<file path="config.mk">
export PLATFORM = sky130hd
export DESIGN_NAME = cpu2fpga_pcie
export DESIGN_NICKNAME = d
export VERILOG_FILES = /design/src/rtl/cpu2fpga_pcie_pkg.sv /design/src/rtl/cpu2fpga_buf_tracker.sv /design/src/rtl/cpu2fpga_pcie.sv
export SDC_FILE = /design/constraint.sdc
export NUM_CORES = 1
export LEC_CHECK = 0
export CORE_MARGIN = 3
export CORE_UTILIZATION = 39
export CTS_CLUSTER_SIZE = 40
export DETAILED_ROUTE_END_ITERATION = 6
export HOLD_SLACK_MARGIN = 0.02
export PLACE_DENSITY_LB_ADDON = 0.25
export SLEW_MARGIN = 0
export SYNTH_ARGS = -nofsm -noshare
export SYNTH_HDL_FRONTEND = slang
export SYNTH_SLANG_ARGS = --single-unit
</file>
<file path="constraint.sdc">
create_clock -name clk -period 9.2 [get_ports clk]
set_input_delay 0.92 -clock clk [delete_from_list [all_inputs] [get_ports clk]]
set_output_delay 0.92 -clock clk [all_outputs]
set_load 0.02 [all_outputs]
</file>
<file path="src/rtl/cpu2fpga_pcie_pkg.sv">
// cpu2fpga_pcie_pkg: shared types for the TX fetch engine.
// RDDM descriptor layout, completion ids, FSM states, flit constants.
package cpu2fpga_pcie_pkg;

    localparam logic [7:0] RDDM_DONE_ID = 8'h01;
    localparam logic [7:0] RDDM_LOW_ID  = 8'h02;
    localparam int         FLIT_BYTES   = 64;
    localparam int         FLIT_SHIFT   = 6;

    typedef struct packed {
        logic [18:0] rsvd;
        logic        immediate;
        logic [7:0]  desc_id;
        logic [63:0] dst_addr;
        logic [63:0] saddr_data;
        logic [17:0] nb_dwords;
    } pcie_desc_t;

    typedef enum logic [2:0] {
        ST_IDLE,
        ST_CALC,
        ST_DESC,
        ST_DESC_WRAP,
        ST_WAIT
    } state_t;

    function automatic logic [31:0] umin(input logic [31:0] a,
                                         input logic [31:0] b);
        return (a < b) ? a : b;
    endfunction

endpackage

</file>
<file path="src/rtl/cpu2fpga_buf_tracker.sv">
// cpu2fpga_buf_tracker: BRAM ring occupancy and write pointer.
// Reports how many flits fit before the ring is full or wraps.
module cpu2fpga_buf_tracker #(
    parameter int BUF_AWIDTH = 9
) (
    input  logic                  clk,
    input  logic                  rst_n,
    input  logic                  i_alloc,
    input  logic [BUF_AWIDTH:0]   i_alloc_size,
    input  logic                  i_free,
    input  logic [BUF_AWIDTH:0]   i_free_size,
    input  logic                  i_advance,
    input  logic [BUF_AWIDTH:0]   i_adv_size,
    output logic [BUF_AWIDTH-1:0] o_wr_ptr,
    output logic [BUF_AWIDTH:0]   o_bram_room
);

    localparam logic [BUF_AWIDTH:0] DEPTH = {1'b1, {BUF_AWIDTH{1'b0}}};

    logic [BUF_AWIDTH:0]   r_buf_used;
    logic [BUF_AWIDTH-1:0] r_wr_ptr;
    logic [BUF_AWIDTH:0]   w_used_add;
    logic [BUF_AWIDTH:0]   w_used_nxt;
    logic [BUF_AWIDTH:0]   w_room_used;
    logic [BUF_AWIDTH:0]   w_room_ptr;

    // Next occupancy: allocation first, then a saturating release
    always_comb begin
        w_used_add = r_buf_used + (i_alloc ? i_alloc_size : '0);
        w_used_nxt = w_used_add;
        if (i_free) begin
            w_used_nxt = (i_free_size > w_used_add) ? '0
                       : w_used_add - i_free_size;
        end
        w_room_used = DEPTH - r_buf_used;
        w_room_ptr  = DEPTH - {1'b0, r_wr_ptr};
        o_bram_room = (w_room_used < w_room_ptr) ? w_room_used : w_room_ptr;
    end

    // Occupancy and write pointer registers
    always_ff @(posedge clk or negedge rst_n) begin
        if (!rst_n) begin
            r_buf_used <= '0;
            r_wr_ptr   <= '0;
        end else begin
            r_buf_used <= w_used_nxt;
            if (i_advance) begin
                r_wr_ptr <= r_wr_ptr + BUF_AWIDTH'(i_adv_size);
            end
        end
    end

    assign o_wr_ptr = r_wr_ptr;

endmodule

</file>
<file path="src/rtl/cpu2fpga_pcie.sv">
// cpu2fpga_pcie: host TX ring to FPGA BRAM fetch engine.
// Issues RDDM descriptors for pending flits, splitting at host wrap.
module cpu2fpga_pcie
    import cpu2fpga_pcie_pkg::*;
#(
    parameter int          RB_AWIDTH    = 10,
    parameter int          BUF_AWIDTH   = 9,
    parameter int          MAX_XFER     = 64,
    parameter logic [31:0] EP_BASE_ADDR = 32'h0008_0000
) (
    input  logic                  clk,
    input  logic                  rst_n,
    input  logic [RB_AWIDTH-1:0]  tail,
    input  logic                  tail_valid,
    input  logic [63:0]           kmem_addr,
    input  logic [RB_AWIDTH:0]    rb_size,
    output logic [RB_AWIDTH-1:0]  out_head,
    input  logic                  rddm_desc_ready,
    output logic                  rddm_desc_valid,
    output logic [173:0]          rddm_desc_data,
    input  logic                  rddm_status_valid,
    input  logic [7:0]            rddm_status_id,
    input  logic                  buf_free_valid,
    input  logic [BUF_AWIDTH:0]   buf_free_size,
    output logic                  fetch_done,
    output logic [BUF_AWIDTH-1:0] fetch_base_addr,
    output logic [BUF_AWIDTH:0]   fetch_size,
    output logic [31:0]           dma_queue_full_cnt,
    output logic [31:0]           fpga_buf_full_cnt
);

    state_t                r_state;
    state_t                w_state_nxt;
    logic [RB_AWIDTH-1:0]  r_tail;
    logic [RB_AWIDTH-1:0]  r_head;
    logic [BUF_AWIDTH:0]   r_xfer;
    logic                  r_wrap;
    logic                  r_rdy_d1;
    logic                  r_rdy_d2;
    logic                  r_desc_valid;
    pcie_desc_t            r_desc;
    logic                  r_fetch_done;
    logic [BUF_AWIDTH-1:0] r_fetch_base;
    logic [BUF_AWIDTH:0]   r_fetch_size;
    logic [31:0]           r_dq_cnt;
    logic [31:0]           r_bf_cnt;

    logic [RB_AWIDTH:0]    w_pending;
    logic [BUF_AWIDTH-1:0] w_wr_ptr;
    logic [BUF_AWIDTH:0]   w_room;
    logic [31:0]           w_xfer_c;
    logic [31:0]           w_calc_end;
    logic [31:0]           w_end;
    logic [31:0]           w_low;
    logic [31:0]           w_high;
    logic [31:0]           w_head_nxt;
    logic [63:0]           w_src_lo;
    logic [63:0]           w_src_hi;
    logic [63:0]           w_dst;
    logic                  w_dma_ctrl_ready;
    logic                  w_issue;
    logic                  w_issue_hi;
    logic                  w_done;
    logic                  w_calc_ok;
    logic                  w_dq_stall;
    logic                  w_bf_stall;
    pcie_desc_t            w_desc;

    cpu2fpga_buf_tracker #(
        .BUF_AWIDTH (BUF_AWIDTH)
    ) u_buf (
        .clk          (clk),
        .rst_n        (rst_n),
        .i_alloc      (w_issue),
        .i_alloc_size (r_xfer),
        .i_free       (buf_free_valid),
        .i_free_size  (buf_free_size),
        .i_advance    (w_done),
        .i_adv_size   (r_xfer),
        .o_wr_ptr     (w_wr_ptr),
        .o_bram_room  (w_room)
    );

    assign w_dma_ctrl_ready = rddm_desc_ready & r_rdy_d2;

    // Fetch sizing, host/BRAM addresses and head advance
    always_comb begin
        w_pending = (r_tail >= r_head)
                  ? ({1'b0, r_tail} - {1'b0, r_head})
                  : (rb_size - {1'b0, r_head} + {1'b0, r_tail});
        w_xfer_c   = umin(umin(32'(w_pending), 32'(MAX_XFER)), 32'(w_room));
        w_calc_end = 32'(r_head) + w_xfer_c;
        w_end      = 32'(r_head) + 32'(r_xfer);
        w_low      = 32'(rb_size) - 32'(r_head);
        w_high     = 32'(r_xfer) - w_low;
        w_head_nxt = (w_end >= 32'(rb_size)) ? w_end - 32'(rb_size) : w_end;
        w_src_hi   = kmem_addr + 64'(FLIT_BYTES);
        w_src_lo   = w_src_hi + (64'(r_head) << FLIT_SHIFT);
        w_dst      = 64'(EP_BASE_ADDR) + (64'(w_wr_ptr) << FLIT_SHIFT);
    end

    // Descriptor contents for the current issue slot
    always_comb begin
        w_desc = '0;
        w_desc.immediate = 1'b0;
        if (r_state == ST_DESC_WRAP) begin
            w_desc.desc_id    = RDDM_DONE_ID;
            w_desc.saddr_data = w_src_hi;
            w_desc.dst_addr   = w_dst + (64'(w_low) << FLIT_SHIFT);
            w_desc.nb_dwords  = 18'(w_high << 4);
        end else if (r_wrap) begin
            w_desc.desc_id    = RDDM_LOW_ID;
            w_desc.saddr_data = w_src_lo;
            w_desc.dst_addr   = w_dst;
            w_desc.nb_dwords  = 18'(w_low << 4);
        end else begin
            w_desc.desc_id    = RDDM_DONE_ID;
            w_desc.saddr_data = w_src_lo;
            w_desc.dst_addr   = w_dst;
            w_desc.nb_dwords  = 18'(32'(r_xfer) << 4);
        end
    end

    // Next-state and strobe decode
    always_comb begin
        w_state_nxt = r_state;
        w_issue     = 1'b0;
        w_issue_hi  = 1'b0;
        w_done      = 1'b0;
        w_calc_ok   = 1'b0;
        w_dq_stall  = 1'b0;
        w_bf_stall  = 1'b0;
        unique case (r_state)
            ST_IDLE: begin
                if (w_pending != '0) w_state_nxt = ST_CALC;
            end
            ST_CALC: begin
                if (w_xfer_c == '0) begin
                    w_bf_stall = 1'b1;
                end else begin
                    w_calc_ok   = 1'b1;
                    w_state_nxt = ST_DESC;
                end
            end
            ST_DESC: begin
                if (w_dma_ctrl_ready) begin
                    w_issue     = 1'b1;
                    w_state_nxt = r_wrap ? ST_DESC_WRAP : ST_WAIT;
                end else begin
                    w_dq_stall = 1'b1;
                end
            end
            ST_DESC_WRAP: begin
                if (w_dma_ctrl_ready) begin
                    w_issue_hi  = 1'b1;
                    w_state_nxt = ST_WAIT;
                end else begin
                    w_dq_stall = 1'b1;
                end
            end
            ST_WAIT: begin
                if (rddm_status_valid && rddm_status_id == RDDM_DONE_ID) begin
                    w_done      = 1'b1;
                    w_state_nxt = ST_IDLE;
                end
            end
            default: w_state_nxt = ST_IDLE;
        endcase
    end

    // State, fetch bookkeeping, descriptor and status registers
    always_ff @(posedge clk or negedge rst_n) begin
        if (!rst_n) begin
            r_state      <= ST_IDLE;
            r_tail       <= '0;
            r_head       <= '0;
            r_xfer       <= '0;
            r_wrap       <= 1'b0;
            r_rdy_d1     <= 1'b0;
            r_rdy_d2     <= 1'b0;
            r_desc_valid <= 1'b0;
            r_desc       <= '0;
            r_fetch_done <= 1'b0;
            r_fetch_base <= '0;
            r_fetch_size <= '0;
            r_dq_cnt     <= '0;
            r_bf_cnt     <= '0;
        end else begin
            r_state      <= w_state_nxt;
            r_rdy_d1     <= rddm_desc_ready;
            r_rdy_d2     <= r_rdy_d1;
            r_desc_valid <= w_issue | w_issue_hi;
            r_fetch_done <= w_done;
            if (tail_valid) r_tail <= tail;
            if (w_calc_ok) begin
                r_xfer <= (BUF_AWIDTH + 1)'(w_xfer_c);
                r_wrap <= (w_calc_end > 32'(rb_size));
            end
            if (w_issue | w_issue_hi) r_desc <= w_desc;
            if (w_done) begin
                r_head       <= RB_AWIDTH'(w_head_nxt);
                r_fetch_base <= w_wr_ptr;
                r_fetch_size <= r_xfer;
            end
            if (w_dq_stall) r_dq_cnt <= r_dq_cnt + 32'd1;
            if (w_bf_stall) r_bf_cnt <= r_bf_cnt + 32'd1;
        end
    end

    assign out_head           = r_head;
    assign rddm_desc_valid    = r_desc_valid;
    assign rddm_desc_data     = r_desc;
    assign fetch_done         = r_fetch_done;
    assign fetch_base_addr    = r_fetch_base;
    assign fetch_size         = r_fetch_size;
    assign dma_queue_full_cnt = r_dq_cnt;
    assign fpga_buf_full_cnt  = r_bf_cnt;

endmodule

</file>
==> flow_metrics.py <==
metrics = {
    "status": {
        "status": "finished, final reports clean",
    },
    "critical_path": {
        "critical-path-top-delay-family": "compound AO/OA/AOI/OAI gates",
        "slowest_stage": "fa_1",
        "worst-setup-path-type": "primary input to flip-flop",
        "critPathBufInv": 4,
        "cp_max_fo": 4,
        "cp-end-kind": "flip-flop",
        "crit_top_cell": "a21o_1",
        "cp-start-kind": "primary input",
        "max_stage_delay_ns": 0.62,
        "critPathRequiredTime_ns": 9.68,
        "worstPathArrival_ns": 8.91,
    },
    "timing": {
        "drv_slew": 0,
        "hold_viol_final": 0,
        "fmax_mhz": 119,
        "finalCriticalPeriod_ns": 8.44,
        "setup_viol": 0,
        "tightest_slew_ns": 1.09,
        "skew_ns": 0.0168,
        "min_period_over_period": 0.917,
        "relSlewSlack": 0.270,
        "fin_hold_ws_ns": 0.367,
    },
    "placed_design": {
        "globalplace.congestion": 0.967,
        "dp_hpwl_microns": 48000,
        "port_buffers": 298,
        "dp_cells": 3188,
        "dpl-instance-area_sq_um": 22700,
    },
    "drt": {
        "drc": 0,
        "route.detailed.wl_per_inst_microns": 19.2,
        "final_antenna_net_count": 0,
        "drtIter0Drc": 1279,
        "firstDrtPassIters": 6,
        "vias": 17500,
        "totalWireLength_microns": 62200,
        "viasPerCell": 5.39,
    },
    "global_route": {
        "grt_antenna_before_repair": 1,
        "grt_pass1_vias": 17000,
        "grt_max_degree": 106,
        "grt_pass1_wl_microns": 96600,
        "grt_overflow": 0,
        "grt.total_usage": 0.228,
    },
    "die": {
        "die_height_microns": 228,
        "die-area_sq_um": 52200,
        "chipWidth_microns": 228,
        "core-area_sq_um": 48300,
        "ios": 378,
        "initial_utilization": 0.399,
        "row_count": 80,
    },
    "pwr": {
        "p_clk_frac": 0.141,
        "p_total_w": 0.00848,
        "switching_share": 0.484,
        "power_per_cell_area_nw_per_um2": 358,
        "leakage_nw": 10.9,
        "power.internal_w": 0.00437,
        "vdd_drop_max_mv": 0.413,
        "seqPwrFrac": 0.181,
        "switchingPower_w": 0.00410,
        "combPwrFrac": 0.678,
    },
    "synthesis": {
        "yosys.area_share.adder": 0.120,
        "yosysWarnings": 0,
        "synthSimpleGateAreaFrac": 0.208,
        "synthDistinctLibCells": 90,
        "synth-seq-area-share": 0.303,
        "synth_compound_area_frac": 0.158,
        "muxShareOfSynthArea": 0.0175,
        "ys_async_sr_fraction": 1.00,
        "synth-seq-cells": 234,
        "synth_top_family_by_area": "simple AND/OR/NAND/NOR gates",
        "avgSynthCellArea_sq_um": 8.42,
        "synth_edf_count": 0,
        "syn_area_sq_um": 19300,
        "syn_inst": 2293,
        "ys_dominant_reg_cell": "dfrtp_1",
        "synth-xor-area-share": 0.112,
    },
    "clock_tree": {
        "root_buffer": "clkbuf_16",
        "cts_tree": "built",
        "cts-hold-fix-buffers": 0,
        "clock-sinks": 234,
        "clockBufferDepth": 3,
        "numCtsBuffers": 29,
        "cts.clk_slew.worst_paths_ns": 0.06,
        "insertion_delay_ns": 0.59,
        "htree_levels": 1,
    },
    "finish": {
        "finish.instance_area_sq_um": 23700,
        "final_util": 0.489,
        "drive_above_1_share": 0.0433,
        "nets": 2846,
        "final_cell_count_no_fill": 3241,
        "areaGrowthSynthToFinish_pct": 22.6,
    },
    "run": {
        "drv_cap": 0,
    },
    "worst_hold_path": {
        "hold_class": "flip-flop to flip-flop",
    },
}
## Yosys cell counts (all sizes together) (14+ instances only)
master / number / share of area
xor2: 95 / 0.044
buf: 90 / 0.034
o21bai: 20 / 0.0078
nor3: 56 / 0.015
nor4: 30 / 0.012
and3: 39 / 0.013
a211oi: 18 / 0.0070
and4: 17 / 0.0077
ha: 152 / 0.099
dfrtp: 234 / 0.30
nand2: 287 / 0.056
inv: 168 / 0.033
nor2: 131 / 0.025
fa: 21 / 0.022
nand2b: 19 / 0.0062
clkbuf: 67 / 0.013
or3: 19 / 0.0064
mux2i: 18 / 0.0093
a21oi: 102 / 0.026
o21ai: 159 / 0.041
a21o: 42 / 0.016
nor2b: 21 / 0.0068
nand3: 67 / 0.018
nand4: 56 / 0.019
xnor2: 151 / 0.069
mux2: 14 / 0.0082
## cell usage in the layout, fill, tap and decap left out, types with 54 or more instances in the layout
| cell type | instances |
|---|---|
| clkdlybuf4s50_1 | 297 |
| nand4_1 | 55 |
| nor3_1 | 54 |
| nor2_1 | 130 |
| dfrtp_1 | 234 |
| xor2_1 | 94 |
| ha_1 | 152 |
| nand3_1 | 65 |
| inv_1 | 168 |
| conb_1 | 82 |
| o21ai_0 | 154 |
| xnor2_1 | 151 |
| a21oi_1 | 102 |
| nand2_1 | 286 |
## sequential cells by signal, indices dropped and copies added, names as in the netlist
signal,cells
rddm_desc_valid,1
out_head,10
r_rdy_d1,1
r_state,3
u_buf.o_wr_ptr,9
u_buf.r_buf_used,10
fetch_base_addr,9
fpga_buf_full_cnt,32
dma_queue_full_cnt,32
r_wrap,1
fetch_done,1
r_tail,10
r_xfer,10
fetch_size,10
rddm_desc_data,94
r_rdy_d2,1
## cell type report
class / instances / area (sq um)
fill: 4640 / 24700
multi-input combinational: 1814 / 12200
clock inverter: 10 / 145
antenna: 1 / 2.50
sequential: 234 / 5860
clock buffer: 41 / 831
inverter: 169 / 634
tap: 656 / 821
timing repair buffer: 316 / 3120
## worst paths after layout
| check | startpoint | endpoint | slack [ns] | cells past startpoint |
|---|---|---|---|---|
| max | rb_size[1] | r_wrap | 0.76 | 39 |
| min | r_rdy_d1 | r_rdy_d2 | 0.37 | 0 |
| max reg2reg | u_buf.o_wr_ptr[4] | r_wrap | 1.10 | 33 |
| min reg2reg | r_rdy_d1 | r_rdy_d2 | 0.37 | 0 |
| max in group asynchronous | rst_n | rddm_desc_data[6] | 7.32 | 2 |
| min in group asynchronous | rst_n | rddm_desc_data[60] | 0.41 | 1 |
## layer usage
| layer | vias to the layer above | wire [microns] | track usage |
|---|---|---|---|
| met4 | 0 | 2070 | 0.0697 |
| met2 | 512 | 29500 | 0.385 |
| met1 | 8422 | 27700 | 0.306 |
| met3 | 114 | 2910 | 0.0298 |
| li1 | 8424 | - | - |
| met5 | - | 0 | 0 |
## power groups by stage
stage	clock [W]	sequential [W]	combinational (W)
detailed placement	0	0.00156	0.00562
CTS	0.00124	0.00154	0.00566
floorplan	0	0.00172	0.00375
finish	0.00120	0.00154	0.00574
global route	0.00127	0.00157	0.00637
global placement	0	0.00155	0.00550
## through the flow
step / setup WS, ns / setup TNS, ns
2_1_floorplan: 1.15 / 0
3_3_place_gp: 0.345 / 0
3_5_place_dp: 0.120 / 0
4_1_cts: 0.713 / 0
5_1_grt: -0.0496 / -0.0496
6_report: 0.763 / 0
## repair_timing
action	CTS	global route
hold endpoints to repair	0	0
gates resized for setup	0	3
buffers inserted	0	1
endpoints found under the setup margin	0	1
## logic make-up (layout without fill, tap and decap cells)
family,Yosys count,after routing
and+or+nand+nor,799,799
AOI/OAI and AO/OA,482,482
buffers and inverters,326,536
muxes,32,32
DFF,234,234
other,1,83
adders and majority gates,173,173
xor gates and xnor gates,246,246
No activity file was read; power rests on OpenSTA's default activity.
